--- config.mk ---
export PLATFORM = sky130hd
export DESIGN_NAME = regfile_mp
export DESIGN_NICKNAME = d
export VERILOG_FILES = /design/src/rtl/regfile_mp.sv
export SDC_FILE = /design/constraint.sdc
export NUM_CORES = 2
export LEC_CHECK = 0
export BUFFER_PORTS_ARGS = -buffer_cell sky130_fd_sc_hd__buf_2
export CORE_ASPECT_RATIO = 0.5
export CORE_MARGIN = 3
export CORE_UTILIZATION = 58
export DETAILED_ROUTE_END_ITERATION = 7
export PLACE_DENSITY = 0.76
export RECOVER_POWER = 50
export SYNTH_ARGS = -nofsm -noshare
export SYNTH_HDL_FRONTEND = slang
export SYNTH_SLANG_ARGS = --single-unit
--- constraint.sdc ---
create_clock -name clk -period 1.5 [get_ports clk]
set_input_delay 0.15 -clock clk [delete_from_list [all_inputs] [get_ports clk]]
set_output_delay 0.15 -clock clk [all_outputs]
set_load 0.03 [all_outputs]
--- src/rtl/regfile_mp.sv ---
// regfile_mp: parametrised multi-port register file with registered reads.
// Entry 0 is hardwired to zero. Write-port collisions resolve with port 0 highest.
// Optional macro REGFILE_BYPASS_EN forwards same-cycle write data into rdata.
module regfile_mp #(
    parameter int DW      = 32,
    parameter int NREGS   = 32,
    parameter int AW      = $clog2(NREGS),
    parameter int NRD     = 2,
    parameter int NWR     = 2,
    parameter int RET_REG = 1
) (
    input  logic              clk,
    input  logic              rst_n,
    input  logic [NRD*AW-1:0] raddr,
    output logic [NRD*DW-1:0] rdata,
    input  logic [NWR-1:0]    wen,
    input  logic [NWR*AW-1:0] waddr,
    input  logic [NWR*DW-1:0] wdata,
    input  logic              stall,
    output logic [DW-1:0]     ret_val
);

    if (NRD < 1 || NRD > 4) begin : g_bad_nrd
        $error("regfile_mp: NRD must be in 1..4");
    end
    if (NWR < 1 || NWR > 4) begin : g_bad_nwr
        $error("regfile_mp: NWR must be in 1..4");
    end
    if (RET_REG < 0 || RET_REG >= NREGS) begin : g_bad_ret
        $error("regfile_mp: RET_REG must be below NREGS");
    end

    localparam logic [AW-1:0] RET_IDX = AW'(RET_REG);

    logic [DW-1:0]     mem_q [NREGS];
    logic [DW-1:0]     mem_d [NREGS];
    logic [NRD*DW-1:0] rdata_q;
    logic [NRD*DW-1:0] rdata_d;

    // Merge all write ports into the next array image; ports are applied from
    // the highest index down so port 0 is applied last and wins collisions.
    always_comb begin
        mem_d = mem_q;
        for (int unsigned j = NWR; j > 0; j--) begin
            if (wen[j-1] && (waddr[(j-1)*AW +: AW] != '0)) begin
                mem_d[waddr[(j-1)*AW +: AW]] = wdata[(j-1)*DW +: DW];
            end
        end
        mem_d[0] = '0;
    end

    // Next read data: hold under stall, otherwise look up (and optionally forward).
    always_comb begin
        rdata_d = rdata_q;
        if (!stall) begin
            for (int unsigned i = 0; i < NRD; i++) begin
                rdata_d[i*DW +: DW] = mem_q[raddr[i*AW +: AW]];
`ifdef REGFILE_BYPASS_EN
                for (int unsigned j = NWR; j > 0; j--) begin
                    if (wen[j-1] && (waddr[(j-1)*AW +: AW] == raddr[i*AW +: AW])) begin
                        rdata_d[i*DW +: DW] = wdata[(j-1)*DW +: DW];
                    end
                end
`endif
                // Address 0 always reads zero, which also excludes it from forwarding.
                if (raddr[i*AW +: AW] == '0) begin
                    rdata_d[i*DW +: DW] = '0;
                end
            end
        end
    end

    // Array and read-data registers with asynchronous clear.
    always_ff @(posedge clk or negedge rst_n) begin
        if (!rst_n) begin
            mem_q   <= '{default: '0};
            rdata_q <= '0;
        end else begin
            mem_q   <= mem_d;
            rdata_q <= rdata_d;
        end
    end

    assign rdata   = rdata_q;
    assign ret_val = mem_q[RET_IDX];

endmodule

# Yosys cells after proc, flatten, opt, wreduce, memory -nomap -nowiden
# Index checks and enable logic that the tools add are counted.
totals:
  register_bits: 1056
  latchBits: 0
  mem_bits_rw: 0
  romBits: 0
  in_bits: 89
  out_inout_bits: 96
  word_cells: 66
  mem_count: 0
op_classes:
  add_sub_neg: 0
  mul: 0
  div: 0
  n_lt_le_gt_ge: 6
  eq_ne: 0
  shift: 0
  mux: 16
  n_bitwise: 4
  n_reduce_logical: 8
ops:
  columns: ["cell", "n"]
  rows:
  - ["1024-bit bitwise mux", 2]
  - ["1024-bit two-way mux", 1]
  - ["992-bit two-way mux", 1]
  - ["32-bit binary-select mux with 5-bit select", 2]
  - ["32-bit demux with 5-bit select", 2]
  - ["32-bit two-way mux", 8]
  - ["6-bit greater-or-equal comparator (second input constant)", 4]
  - ["5-bit NOT with 6-bit output", 4]
  - ["6-bit by 1-bit < comparator with 1-bit output (second input constant)", 2]
  - ["5-bit zero test", 2]
  - ["5-bit nonzero test", 2]
  - ["1-bit logical AND", 4]

# Longest topological paths before layout
depth:
  word_depth: 9
  ltp_mapped: 9
  ltp_nobuf: 5

# Worst setup path before layout
# Ideal clock, no wire load.
synth_timing:
  kind: "input-to-reg"
  from: "input raddr[5]"
  to: "register rdata_q[43] (netlist: rdata[43])"
  setup_time_ps: 138
  arrival_ps: 1643
  required_ps: 1362
  path_slack_ps: -281
  path_stages: 8
  path_buffers: 3
  cell_sequence: "buf_2 buf_6 buf_2 mux2_2 o221ai_1 a21oi_1 a211oi_1 o211ai_1"
synth_between:
  elab_chain_len: 5
  word_cells_on_any_way: 6
  cone_classes: "4 x mux; 1 x bitwise; 1 x reduce/logical"
synth_lines:
  columns: ["element", "line", "rtl"]
  rows:
  - ["from (decl)", "14", "input logic [NRD*AW-1:0] raddr,"]
  - ["5-bit NOT with 6-bit output (not written as such)", "57", "rdata_d[i*DW +: DW] = mem_q[raddr[i*AW +: AW]];"]
  - ["32-bit binary-select mux with 5-bit select", "57", null]
  - ["32-bit two-way mux (not written as such) (2 in series)", "57", null]
  - ["32-bit two-way mux *", "66", "if (raddr[i*AW +: AW] == '0) begin"]
  - ["to (signal assigned)", "80", "rdata_q <= rdata_d;"]
  - ["to (decl)", "37", "logic [NRD*DW-1:0] rdata_q;"]
# Every way passes the cells marked *; elsewhere a longest branch is shown, timed or not. The select of a mux whose other input is x is not followed.
# A chain may end at the register's enable or synchronous reset.

# Worst setup path after layout
layout_timing:
  from: "register mem_q[49] (netlist bit)"
  to: "register rdata_q[17] (netlist: rdata[17])"
layout_between:
  elab_chain_len: 4
layout_lines:
  columns: ["element", "line", "rtl"]
  rows:
  - ["from (decl)", "35", "logic [DW-1:0] mem_q [NREGS];"]
  - ["from (signal assigned)", "79", "mem_q <= mem_d;"]
  - ["32-bit binary-select mux with 5-bit select", "57", null]
  - ["32-bit two-way mux (not written as such) (2 in series)", "57", null]
  - ["32-bit two-way mux", "66", null]
# No other way between the ends. The select of a mux whose other input is x is not followed.

==> results.toml <==
[routing]
drt_wl_total_um = 301000
route.antenna.remaining_nets = 0
drt_pre_antenna_iters = 8
wl_per_cell_um = 33.71
via_count = 63639
first_iter_violations = 10105
drc = 20
vias_per_cell = 7.128

[clock_tree]
cts_made_buffers = 99
clock_path_buffers = 3
clock_tree.root_cell = "clkbuf_16"
tritoncts = "built"
cts_num_sinks = 1056
cts.reportedPaths.clkPinSlew_ps = 70
worst_skew_pair.late_latency_ps = 740
htree_num_levels = 3

[synthesis]
post_synth_most_frequent_cells = "1,111 x mux2i_1, 1,056 x dfrtp_1, 798 x a21oi_1, 680 x nor2_1, 474 x clkbuf_1"
synthDistinctLibCells = 57
average_cell_area_after_synthesis_sq_um = 10.11
ys.warnings.count = 0
share_of_flip_flops_with_an_asynchronous_set_or_reset = 1.000
syn_nets = 6631
synth.yosys.seq_area_share = 0.3997
number_of_flops_mapped_to_enable_cells_by_yosys = 0
synth_most_common_cell = "mux2i_1"
synth_seq_cells = 1056
mappedNetlistArea_sq_um = 66110
synth.area.top_cells = "dfrtp_1 40%, mux2i_1 17%, mux4_2 10%"
yosys.area.top_type = "dfrtp_1"
netlist.area_leader.share = 0.3997
ys_dominant_reg_cell = "dfrtp_1"
synth_cells = 6542

[hold_path]
worst_hold_path.num_cells = 4
hp-class = "input pin to register"
holdCritStartpoint = "wdata[62]"
whs_endpoint = "mem_q[926]"

[finish]
layoutNonFillerInstCount = 8928
multi_input_comb_area_sq_um = 38330
design.final.nets = 7432
drive_gt1_frac = 0.3288
fillCellCount = 7285
final_area_sq_um = 84720
ff_latch_area_sq_um = 26470
area_delta_synth_final_pct = 28.16

[power_and_ir_drop]
pwr_density_cell_nw_per_um2 = 1274
power.leakage_nw = 38.02
vdd_drop_max_mv = 0.9443

[timing]
slew_headroom = 0.3914
final_hold_fails = 0
finalCriticalPeriod_ps = 1829
layout_setup_ws_ps = -328.6
unrepaired_setup_endpoints_after_global_routing = "true"
timing_max_transition_violations_final = 0
setup_violations = 109
min_period_over_period = 1.219
max_freq_mhz = 546.9
clock_skew_ps = 27.36
actual_slew_at_the_worst_max_slew_pin_ps = 904.6

[worst_setup_path]
required_ps = 2100
worstRegToRegCells = 5
reg2reg_slack_ps = -330
worst_ep_arrival_ps = 2430
cp_max_fo = 2
rr_endpoint = "rdata[17]"
cp-end-kind = "register"
reg2reg_from = "mem_q[49]"
crit_type = "register to register"
critPathLaunchType = "register"

[status]
status = "complete, but fails checks"
violations = "design-rule violations, negative setup slack"

[placement]
number_of_input_and_output_port_buffers_inserted = 184
dp_hpwl_um = 202900
placed_area_sq_um = 77310
place_inst = 8525
weighted_congestion_reported_at_the_end_of_routability_driven_placement = 1.052

[grt]
largest_net_degree_at_the_start_of_global_routing = 88
wire_length_of_the_first_global_routing_pass_um = 428600
gr-usage-all-layers = 0.4940
vias_in_the_first_global_route = 62884
antenna_found_initial = 18
overflow = 0

[job]
cap_viol_max_count = 0

[floorplan]
die_area_sq_um = 118300
core_ar_sq_um = 111600
die-height_um = 244.7
floorplan.die.width_um = 483.4
fp-row-count = 86
floorplan.initialDensity = 0.5924
number_of_top_level_pins = 185
per-stage QoR:
stage | utilization | hold WS (ps) | setup TNS (ps) | setup WS, ps | total power [mW]
2_1_floorplan | - | -145.6 | -8802 | -162.5 | 60.43
3_3_place_gp | 0.6929 | 63.99 | -223010 | -918.4 | 73.57
3_5_place_dp | 0.6929 | 64.11 | -249480 | -883.5 | 75.37
4_1_cts | 0.7521 | 9.578 | -11590 | -281.3 | 105.0
5_1_grt | 0.7590 | 71.34 | -19290 | -343.5 | 111.5
6_report | 0.7593 | 47.45 | -14440 | -328.6 | 108.0
worst max-delay path by stage:
stage | startpoint | end | slack [ps] | cells after the start
after CTS | mem_q[79] | rdata[15] | -280 | 5
after global routing | mem_q[0] | rdata[32] | -340 | 5
final | mem_q[49] | rdata[17] | -330 | 5
after detailed placement | raddr[0] | rdata[6] | -880 | 7
after global placement | raddr[0] | rdata[30] | -920 | 7
after floorplan | raddr[0] | rdata[15] | -160 | 8
sequential cells by signal (all words and copies together) (netlist names):
register / count
rdata: 64
mem_q: 960
ret_val: 32
cells by family (layout without fill, tap and decap cells):
logic type,after synthesis,in the layout,share of synthesized area
AOI/OAI and AO/OA,1679,1679,0.1467
muxes,1640,1640,0.3092
and+or+nand+nor,1357,1357,0.08816
DFF,1056,1056,0.3997
buffers and inverters,810,1686,0.05627
other,0,14,0
cell usage in the layout, fill, tap and decap left out, types with 42 or more instances in the layout:
master / instances
o21ai_0: 345
buf_12: 236
mux2_2: 170
mux2i_1: 1085
a211oi_1: 68
dfrtp_1: 1018
dlygate4sd3_1: 77
a21oi_1: 754
buf_4: 903
clkbuf_16: 105
buf_6: 123
buf_2: 83
o22ai_1: 100
o21ai_1: 45
mux4_2: 295
nor2_1: 656
nand2_1: 380
o221ai_1: 42
nor2b_1: 119
mux2_4: 56
layout make-up:
class	count	area share
flip-flops and latches	1056	0.3125
diodes	14	0.0004135
clock inverters	28	0.003766
repair buffers	1475	0.1723
clock buffers	148	0.03500
well taps	1496	0.02209
multi-input cells	4676	0.4524
inverters	35	0.001551
worst max-delay path: stages, from the launching register on:
cell and delay [ps]:
dfrtp_1 400, mux4_2 500, mux2i_4 230, nor2_1 70, a2111oi_1 350, o21ai_1 130
routing by layer:
layer  up-vias  share of wire  track usage
met4        12          0.060       0.2507
met2      5604           0.40       0.6792
li1      25510              -            -
met5         -        0.00082      0.01087
met1     31172           0.36       0.6465
met3      1341           0.18       0.2377
what timing repair did:
action,CTS,global route
resized for setup,454,135
setup endpoints to repair,156,130
buffers inserted,103,46
hold endpoints to repair,1982,0
hold buffers,80,0
cloned,0,3
pin swaps,95,56
power breakdown:
group | internal [mW] | switching (mW) | leakage, nW | total [mW]
combinational | 20.1 | 18.6 | 23.6 | 38.8
clock | 14.5 | 12.3 | 1.63 | 26.8
sequential | 36.1 | 6.35 | 12.8 | 42.4
total | 70.7 | 37.3 | 38.0 | 108
Power figures use the tool's default switching activity.
